## src/rtl/multicycle_control_fsm_if.sv

```systemverilog
// Memory request/ready handshake between the control sequencer and the memory system.
interface multicycle_control_fsm_if;
   logic mem_req;
   logic mem_we;
   logic mem_ready;

   modport master (output mem_req, output mem_we, input mem_ready);
   modport slave  (input mem_req, input mem_we, output mem_ready);
endinterface

```

## src/rtl/multicycle_control_fsm.sv

```systemverilog
// Multicycle RV32I control sequencer: FETCH/DECODE/EXEC/MEM/WB with memory handshake,
// datapath strobes, retired-instruction count and sticky trap on illegal opcode or bus timeout.
module multicycle_control_fsm #(
   parameter int unsigned MEM_TIMEOUT = 16,
   parameter int unsigned CNT_W       = 32
) (
   input  logic                         clk,
   input  logic                         reset,
   input  logic [6:0]                   opcode,
   input  logic [2:0]                   funct3,
   input  logic [4:0]                   rd,
   multicycle_control_fsm_if.master     mem,
   output logic                         ir_write,
   output logic                         pc_write,
   output logic                         branch_eval,
   output logic                         alu_src_imm,
   output logic                         mem_to_reg,
   output logic                         reg_write,
   output logic [2:0]                   state,
   output logic                         trap,
   output logic                         bus_err,
   output logic [CNT_W-1:0]             retired
);

   localparam int unsigned WAIT_W = $clog2(MEM_TIMEOUT + 1);
   localparam logic [WAIT_W-1:0] WAIT_LAST = WAIT_W'(MEM_TIMEOUT - 1);

   localparam logic [6:0] OP_R      = 7'b0110011;
   localparam logic [6:0] OP_IALU   = 7'b0010011;
   localparam logic [6:0] OP_LOAD   = 7'b0000011;
   localparam logic [6:0] OP_STORE  = 7'b0100011;
   localparam logic [6:0] OP_BRANCH = 7'b1100011;
   localparam logic [6:0] OP_LUI    = 7'b0110111;

   typedef enum logic [2:0] {
      S_FETCH  = 3'd0,
      S_DECODE = 3'd1,
      S_EXEC   = 3'd2,
      S_MEM    = 3'd3,
      S_WB     = 3'd4,
      S_TRAP   = 3'd5
   } state_t;

   state_t             state_q, state_d;
   logic [6:0]         op_q, op_d;
   logic [WAIT_W-1:0]  wait_q, wait_d;
   logic [CNT_W-1:0]   retired_q;
   logic               trap_q, trap_d;
   logic               bus_err_q, bus_err_d;
   logic               ret_inc;

   logic               mem_req_c, mem_we_c, ir_write_c, pc_write_c, branch_eval_c;
   logic               alu_src_imm_c, mem_to_reg_c, reg_write_c;
   logic               op_supported;
   logic               unused_funct3;

   // The datapath resolves branch conditions itself, so funct3 is not needed here.
   assign unused_funct3 = ^funct3;

   assign op_supported = (opcode == OP_R)     || (opcode == OP_IALU)   ||
                         (opcode == OP_LOAD)  || (opcode == OP_STORE)  ||
                         (opcode == OP_BRANCH)|| (opcode == OP_LUI);

   // State register and status flags
   always_ff @(posedge clk) begin
      if (reset) begin
         state_q   <= S_FETCH;
         op_q      <= '0;
         wait_q    <= '0;
         retired_q <= '0;
         trap_q    <= 1'b0;
         bus_err_q <= 1'b0;
      end else begin
         state_q   <= state_d;
         op_q      <= op_d;
         wait_q    <= wait_d;
         trap_q    <= trap_d;
         bus_err_q <= bus_err_d;
         if (ret_inc) begin
            retired_q <= retired_q + CNT_W'(1);
         end
      end
   end

   // Next state and combinational strobes
   always_comb begin
      state_d       = state_q;
      op_d          = op_q;
      wait_d        = wait_q;
      trap_d        = trap_q;
      bus_err_d     = bus_err_q;
      ret_inc       = 1'b0;
      mem_req_c     = 1'b0;
      mem_we_c      = 1'b0;
      ir_write_c    = 1'b0;
      pc_write_c    = 1'b0;
      branch_eval_c = 1'b0;
      alu_src_imm_c = 1'b0;
      mem_to_reg_c  = 1'b0;
      reg_write_c   = 1'b0;

      case (state_q)
         S_FETCH: begin
            mem_req_c = 1'b1;
            if (mem.mem_ready) begin
               ir_write_c = 1'b1;
               pc_write_c = 1'b1;
               wait_d     = '0;
               state_d    = S_DECODE;
            end else if (wait_q == WAIT_LAST) begin
               state_d   = S_TRAP;
               trap_d    = 1'b1;
               bus_err_d = 1'b1;
            end else begin
               wait_d = wait_q + WAIT_W'(1);
            end
         end
         S_DECODE: begin
            op_d = opcode;
            if (op_supported) begin
               state_d = S_EXEC;
            end else begin
               state_d = S_TRAP;
               trap_d  = 1'b1;
            end
         end
         S_EXEC: begin
            alu_src_imm_c = (op_q == OP_IALU) || (op_q == OP_LOAD) ||
                            (op_q == OP_STORE) || (op_q == OP_LUI);
            if ((op_q == OP_LOAD) || (op_q == OP_STORE)) begin
               wait_d  = '0;
               state_d = S_MEM;
            end else if (op_q == OP_BRANCH) begin
               branch_eval_c = 1'b1;
               ret_inc       = 1'b1;
               wait_d        = '0;
               state_d       = S_FETCH;
            end else begin
               state_d = S_WB;
            end
         end
         S_MEM: begin
            mem_req_c     = 1'b1;
            mem_we_c      = (op_q == OP_STORE);
            alu_src_imm_c = 1'b1;
            if (mem.mem_ready) begin
               wait_d = '0;
               if (op_q == OP_STORE) begin
                  ret_inc = 1'b1;
                  state_d = S_FETCH;
               end else begin
                  state_d = S_WB;
               end
            end else if (wait_q == WAIT_LAST) begin
               state_d   = S_TRAP;
               trap_d    = 1'b1;
               bus_err_d = 1'b1;
            end else begin
               wait_d = wait_q + WAIT_W'(1);
            end
         end
         S_WB: begin
            reg_write_c  = (rd != 5'd0);
            mem_to_reg_c = (op_q == OP_LOAD);
            ret_inc      = 1'b1;
            wait_d       = '0;
            state_d      = S_FETCH;
         end
         S_TRAP: begin
            state_d = S_TRAP;
         end
         default: begin
            state_d = S_TRAP;
            trap_d  = 1'b1;
         end
      endcase
   end

   // Strobes drop while reset is held, whatever state is still registered
   assign mem.mem_req = mem_req_c     & ~reset;
   assign mem.mem_we  = mem_we_c      & ~reset;
   assign ir_write    = ir_write_c    & ~reset;
   assign pc_write    = pc_write_c    & ~reset;
   assign branch_eval = branch_eval_c & ~reset;
   assign alu_src_imm = alu_src_imm_c & ~reset;
   assign mem_to_reg  = mem_to_reg_c  & ~reset;
   assign reg_write   = reg_write_c   & ~reset;

   assign state   = state_q;
   assign trap    = trap_q;
   assign bus_err = bus_err_q;
   assign retired = retired_q;

endmodule
```

## src/flat_wrapper.sv

```systemverilog
// flat-port wrapper written by rule: the top's interface ports become plain ports
module multicycle_control_fsm_flat 
#(
   parameter int unsigned MEM_TIMEOUT = 16,
   parameter int unsigned CNT_W       = 32
)
  (clk, reset, opcode, funct3, rd, ir_write, pc_write, branch_eval, alu_src_imm, mem_to_reg, reg_write, state, trap, bus_err, retired, mem_mem_req, mem_mem_we, mem_mem_ready);
  multicycle_control_fsm_if mem_i ();
  input  logic clk;
  input  logic reset;
  input  logic [6:0] opcode;
  input  logic [2:0] funct3;
  input  logic [4:0] rd;
  output logic ir_write;
  output logic pc_write;
  output logic branch_eval;
  output logic alu_src_imm;
  output logic mem_to_reg;
  output logic reg_write;
  output logic [2:0] state;
  output logic trap;
  output logic bus_err;
  output logic [CNT_W-1:0] retired;
  output wire logic [$bits(mem_i.mem_req)-1:0] mem_mem_req;
  output wire logic [$bits(mem_i.mem_we)-1:0] mem_mem_we;
  input wire logic [$bits(mem_i.mem_ready)-1:0] mem_mem_ready;
  assign mem_mem_req = mem_i.mem_req;
  assign mem_mem_we = mem_i.mem_we;
  assign mem_i.mem_ready = mem_mem_ready;
  multicycle_control_fsm #(.MEM_TIMEOUT(MEM_TIMEOUT), .CNT_W(CNT_W)) u_core (.clk(clk), .reset(reset), .opcode(opcode), .funct3(funct3), .rd(rd), .mem(mem_i), .ir_write(ir_write), .pc_write(pc_write), .branch_eval(branch_eval), .alu_src_imm(alu_src_imm), .mem_to_reg(mem_to_reg), .reg_write(reg_write), .state(state), .trap(trap), .bus_err(bus_err), .retired(retired));
endmodule
```

## config.mk

```make
export PLATFORM = sky130hd
export DESIGN_NAME = multicycle_control_fsm_flat
export DESIGN_NICKNAME = d
export VERILOG_FILES = /design/src/rtl/multicycle_control_fsm_if.sv /design/src/rtl/multicycle_control_fsm.sv /design/src/flat_wrapper.sv
export SDC_FILE = /design/constraint.sdc
export NUM_CORES = 1
export LEC_CHECK = 0
export BUFFER_PORTS_ARGS = -buffer_cell sky130_fd_sc_hd__buf_4
export CAP_MARGIN = 0
export CORE_MARGIN = 2
export CORE_UTILIZATION = 53
export DETAILED_ROUTE_END_ITERATION = 7
export PLACE_DENSITY_LB_ADDON = 0.05
export SETUP_SLACK_MARGIN = 0.15
export SYNTH_ARGS = -nofsm -noshare
export SYNTH_HDL_FRONTEND = slang
export SYNTH_SLANG_ARGS = --single-unit
```

## constraint.sdc

```tcl
create_clock -name clk -period 2.85 [get_ports clk]
set_input_delay 0 -clock clk [delete_from_list [all_inputs] [get_ports clk]]
set_output_delay 0 -clock clk [all_outputs]
set_load 0.01 [all_outputs]
```

-- After elaboration in Yosys (flattened, before gate mapping)
Index checks and enable logic that the tools add are counted.
- multiplexer cells: 30
- bitwise logic cells: 10
- add/sub/neg operators: 2
- reductions and logical operators: 17
- equality and inequality tests: 22
- operator list (operator ; count):
    $eq A7 B6 Y1 const B ; 5
    $add A32 B1 Y32 const B ; 1
    $mux W3 ; 7
    $mux W5 ; 4
    $pmux W3 S5 ; 1
    $pmux W5 S3 ; 1
    $eq A7 B2 Y1 const B ; 2
    $eq A7 B5 Y1 const B ; 2
    $eq A7 B7 Y1 const B ; 2
    $mux W1 ; 14
    $logic_or A1 B1 Y1 ; 9
    $and A1 B1 Y1 ; 7
    $eq A3 B2 Y1 const B ; 2
    $eq A3 B3 Y1 const B ; 2
    $pmux W1 S3 ; 2
    $reduce_and A3 Y1 ; 2
    $add A5 B1 Y5 const B ; 1
    $eq A5 B4 Y1 const B ; 1
    $reduce_bool A5 Y1 ; 1
    $ne A2 B2 Y1 const B ; 2
    $reduce_and A4 Y1 ; 1
    $eq A3 B1 Y1 const B ; 1
    $logic_not A3 Y1 ; 1
    $ne A3 B1 Y1 const B ; 1
    7 further kinds ; 9
- input bits: 18
- output and inout port bits: 45
- logic and storage cells: 87
- bits in registers: 49

-- Longest topological paths before layout
- depth in word-level cells: 8
- mapped depth: 8
- gate-level depth less buffers: 8

-- Worst setup path before layout
OpenSTA, ideal clock, no wires.
- path type: register -> register
- start point: register u_core.state_q[2], in the netlist u_core.state[2]
- end point: register u_core.retired_q[26], in the netlist u_core.retired[26]
- data required time: 2.780 ns
- path buffers: 2
- period minus slack after synthesis: 2.146 ns
- setup time: 0.070 ns
- stages on the path, launching flop included: 8
- data arrival time: 2.076 ns
- setup slack: 0.704 ns
- path through: dfxtp_1 -> clkbuf_1 -> nand3b_1 -> a2111oi_4 -> o211ai_2 -> buf_2 -> or4_1 -> a21oi_1
- longest elaborated chain between the ends: 2
- elaborated cells on any way between the ends: 4
- classes of those cells: 3 x eq/ne; 1 x mux
- RTL lines (element ; RTL line ; source):
    from (decl) ; multicycle_control_fsm.sv:44 ; state_t state_q, state_d;
    from (signal assigned) ; multicycle_control_fsm.sv:74 ; state_q <= state_d;
    $eq A3 B3 Y1 or $eq A3 B2 Y1 (tied branches) ; multicycle_control_fsm.sv:102 ; case (state_q)
    $pmux W1 S3 (*) ; multicycle_control_fsm.sv:102 ;
    to (signal assigned) ; multicycle_control_fsm.sv:80 ; retired_q <= retired_q + CNT_W'(1);
    to (decl) ; multicycle_control_fsm.sv:47 ; logic [CNT_W-1:0] retired_q;
Every way passes the cells marked *; elsewhere a longest branch is shown, timed or not.
A chain may end at the register's enable or synchronous reset.

-- Final worst setup path
- start point: register u_core.op_q[6]
- end point: register u_core.retired_q[24], in the netlist u_core.retired[24]
- longest elaborated chain between the ends: 4
- elaborated cells on any way between the ends: 9
- classes of those cells: 3 x eq/ne; 5 x mux; 1 x reduce/logical
- RTL lines (element ; RTL line ; source):
    from (decl) ; multicycle_control_fsm.sv:45 ; logic [6:0] op_q, op_d;
    from (signal assigned) ; multicycle_control_fsm.sv:75 ; op_q <= op_d;
    $eq A7 B6 Y1, or another cell as far along ; multicycle_control_fsm.sv:130, multicycle_control_fsm.sv:148 ;
    $mux W1, or another cell as far along ; multicycle_control_fsm.sv:148 ; if (op_q == OP_STORE) begin
    $mux W1, on equally long branches ; multicycle_control_fsm.sv:146, multicycle_control_fsm.sv:130 ;
    $pmux W1 S3 (*) ; multicycle_control_fsm.sv:102 ;
Marked as above.

==> metrics.md <==
| Metric | Value |
|---|---|
| Status | finished, final reports clean |
| Nets | between 300 and 400 |
| Antenna viol nets, final | 0 |
| Cell count after synthesis | ~320 |
| PD cells | 451 nW/um^2 |
| Starting density of the core | 54.7% |
| Endpoints failing hold | 0 |
| # rows | 25 |
| FF+latch area | between 900 and 1000 um^2 |
| Syn_area_per_cell | approximately 8.1 um^2 |
| Total Power | 0.00146 W |
| Die Wd | 73.6 um |
| Post-synth EDFFs | 0 |
| Register area share after synthesis | 38.2% |
| Via count | 2,538 |
| # Post-CTS Setup Buffers | 0 |
| Slew headroom | a little over half |
| Final setup vio count | 0 |
| Filler cells | 395 |
| Share of layout cells above drive strength 1 | 20.6% |
| DRC | 0 |
| Most common cell in the netlist | dfxtp_1 |
| Post-synth top cells | dfxtp_1, nor2_1, a21oi_1, clkbuf_1, nand2_1 |
| Initial drt markers | 192 |
| Area Growth Syn to Fin | 26.0% |
| CTS max path bufs | 2 |
| Root Buffer | clkbuf_8 |
| Pins Over Slew Limit | 0 |
| Pre-CTS setup slack | ~0.58 ns |
| Crit path max fanout | 16 |
| Crit Path Class | reg -> reg |
| Slew @ Worst Pin | 0.711 ns |
| Worst path required time | between 3 and 4 ns |
| DP HPWL | between 4000 and 5000 um |
| CP max stage cell | or4_1 |
| Drt via density | 5.93 |
| Max H-tree Level | 2 |
| Reg2reg start | u_core.op_q[6]$_SDFFE_PP0N_ |
| Ys flop type | dfxtp_1 |
| Area occupied by multi-input gates | 1460 um^2 |
| Vias in the first global route | about 2,200 |
| Seq cells post-synth | 49 |
| CTS tree | done |
| CP cell instances | nand3b_1, a2111oi_4, buf_4, o211ai_2, or4_1, a21oi_1 |
| Core footprint | 4690 um^2 |
| # hold bufs at CTS | 7 |
| Worst skew pair latency | about 0.31 ns |
| Fmax achieved | 434 MHz |
| Die ar. | 5410 um^2 |
| Routed len/inst | 14.7 um |
| Final min period | approximately 2.3 ns |
| R2R Setup Slk | roughly 0.54 ns |
| Worst path max stage delay | 0.58 ns |
| Yosys top cell area share | approximately two fifths |
| Asr flop ratio synth | 0% |
| Crit start category | flip-flop |
| VDD IR max | 0.359 mV |
| Hold WC Path Type | in -> reg |
| Clock sinks | 49 |
| TritonCTS Buffers | 5 |
| Die Y | 73.6 um |
| Largest net degree at the start of global routing | 52 |
| Largest area contributor in the netlist | dfxtp_1 |
| Setup TNS | 0 ns |
| Final period utilization | 80.9% |
| Total GRT Usage | 24.4% |
| Post-CTS sizing | 0 |
| Leak Pwr | 1.25 nW |
| Hold Crit Start | reset |
| Final setup margin | 0.544 ns |
| Top cells by area, synth | dfxtp_1, a21oi_1, nor2_1, xor2_1, or4_1 |
| R2r worst-path depth | 6 |
| Drt first pass iters | 4 |
| # diodes | 0 |
| Routed WL | 6280 um |
| GP Congestion | 0.810 |
| Ys Warns | 0 |
| Unrepaired setup endpoints after global routing | false |
| Syn nets | 337 |
| Mapped Area | 2560 um^2 |
| Hold depth | 2 |
| Synth cell types | 46 |
| IO Pins | 63 |
| Worst clock skew | 0.00652 ns |
| Max-Cap Viols | 0 |
| CP endpoint kind | flip-flop |
| Antenna violations before repair | 0 |
| # port buffers | between 50 and 60 |
| Worst-path clk slew | ~0.09 ns |
| Overflow after GRT | 0 |
| First-pass GRT wire length | 10,400 um |
| Reg-to-reg endpoint | u_core.retired[24]$_SDFFE_PP0P_ |
| Crit path arrival time | 2.54 ns |
| WHS Endpoint | u_core.op_q[6]$_SDFFE_PP0N_ |
==> layer usage <==
layer	track usage, %	up-vias	share of wire, %
met5	0	-	0
met4	8.89	0	1.3
met3	5.76	7	5.1
met2	35.6	72	45
met1	34.9	1201	49
li1	-	1258	-
==> per-stage QoR <==
| stage | std cells | hold WS (ns) | cell area [um^2] | util (%) |
|---|---|---|---|---|
| final | 428 | 0.152 | 3230 | 68.9 |
| after global routing | 428 | 0.176 | 3230 | 68.9 |
| after CTS | 428 | 0.137 | 3230 | 68.9 |
| after detailed placement | 413 | 0.262 | 3030 | 64.5 |
| after global placement | 413 | 0.253 | 3030 | 64.5 |
| after floorplan | 316 | 0.139 | 2560 | - |
==> logic make-up (layout without fill, tap and decap cells) <==
group           count (synthesis)  after routing  synth area share (%)
flops                          49             49                  38.2
fa+ha+maj                       3              3                  1.46
compound gates                 83             83                  21.3
mux                             7              7                  2.73
buf+inv                        32             90                  4.93
simple gates                  127            127                  26.2
xor+xnor                       15             15                  5.12
==> worst max path at each step <==
stage                                             start                         endpoint  slack (ns)  cells past startpoint
after detailed placement    u_core.op_q[6]$_SDFFE_PP0N_  u_core.retired[24]$_SDFFE_PP0P_        0.58                      6
after CTS                   u_core.op_q[6]$_SDFFE_PP0N_  u_core.retired[24]$_SDFFE_PP0P_        0.56                      6
after global routing      u_core.wait_q[0]$_SDFFE_PP0P_    u_core.wait_q[4]$_SDFFE_PP0P_        0.36                      8
final                       u_core.op_q[6]$_SDFFE_PP0N_  u_core.retired[24]$_SDFFE_PP0P_        0.54                      6
after global placement      u_core.op_q[6]$_SDFFE_PP0N_  u_core.retired[28]$_SDFFE_PP0P_        0.61                      6
after floorplan              u_core.state[2]$_SDFF_PP0_  u_core.retired[26]$_SDFFE_PP0P_        0.70                      7
==> registers in the layout, indices dropped and copies added, names as in the netlist <==
name            cells
u_core.retired     32
u_core.wait_q       5
u_core.state        3
u_core.bus_err      1
u_core.op_q         7
u_core.trap         1
==> cells in the final DEF (no fill, tap or decap), types with 6 or more instances in the layout <==
| cell | count |
|---|---|
| inv_1 | 11 |
| nor3_1 | 8 |
| o2111ai_1 | 6 |
| o211ai_1 | 6 |
| mux2i_1 | 7 |
| o21ai_0 | 9 |
| o21ai_1 | 7 |
| o31ai_1 | 10 |
| and3_1 | 7 |
| or3_1 | 8 |
| dlygate4sd3_1 | 7 |
| buf_4 | 64 |
| or4_1 | 11 |
| dfxtp_1 | 49 |
| nor2_1 | 40 |
| nand2_1 | 14 |
| nand3_1 | 10 |
| xor2_1 | 13 |
| a21oi_1 | 32 |
==> power by group <==
group	total [W]	internal (W)	switching, W	leakage [nW]
clock network	0.000589	0.000349	0.000240	0.0681
logic	0.000155	0.0000692	0.0000862	0.787
registers	0.000712	0.000698	0.0000138	0.396
total	0.00146	0.00112	0.000340	1.25
==> worst max-delay path: cells and delay by family (launching register included) <==
kind                   cells  cell delay (ns)
flip-flops                 1             0.40
AND/OR/NAND/NOR            2             0.81
AO/OA/AOI/OAI              3             0.75
buffers and inverters      1             0.27
==> layout make-up <==
class / count / area share (%)
tap: 54 / 2.09
timing repair buffer: 71 / 17.0
clock buffer: 5 / 2.13
clock inverter: 3 / 2.01
sequential: 49 / 30.4
multi-input combinational: 235 / 45.1
inverter: 11 / 1.28
Note: power is estimated with default switching activity, not from simulation.
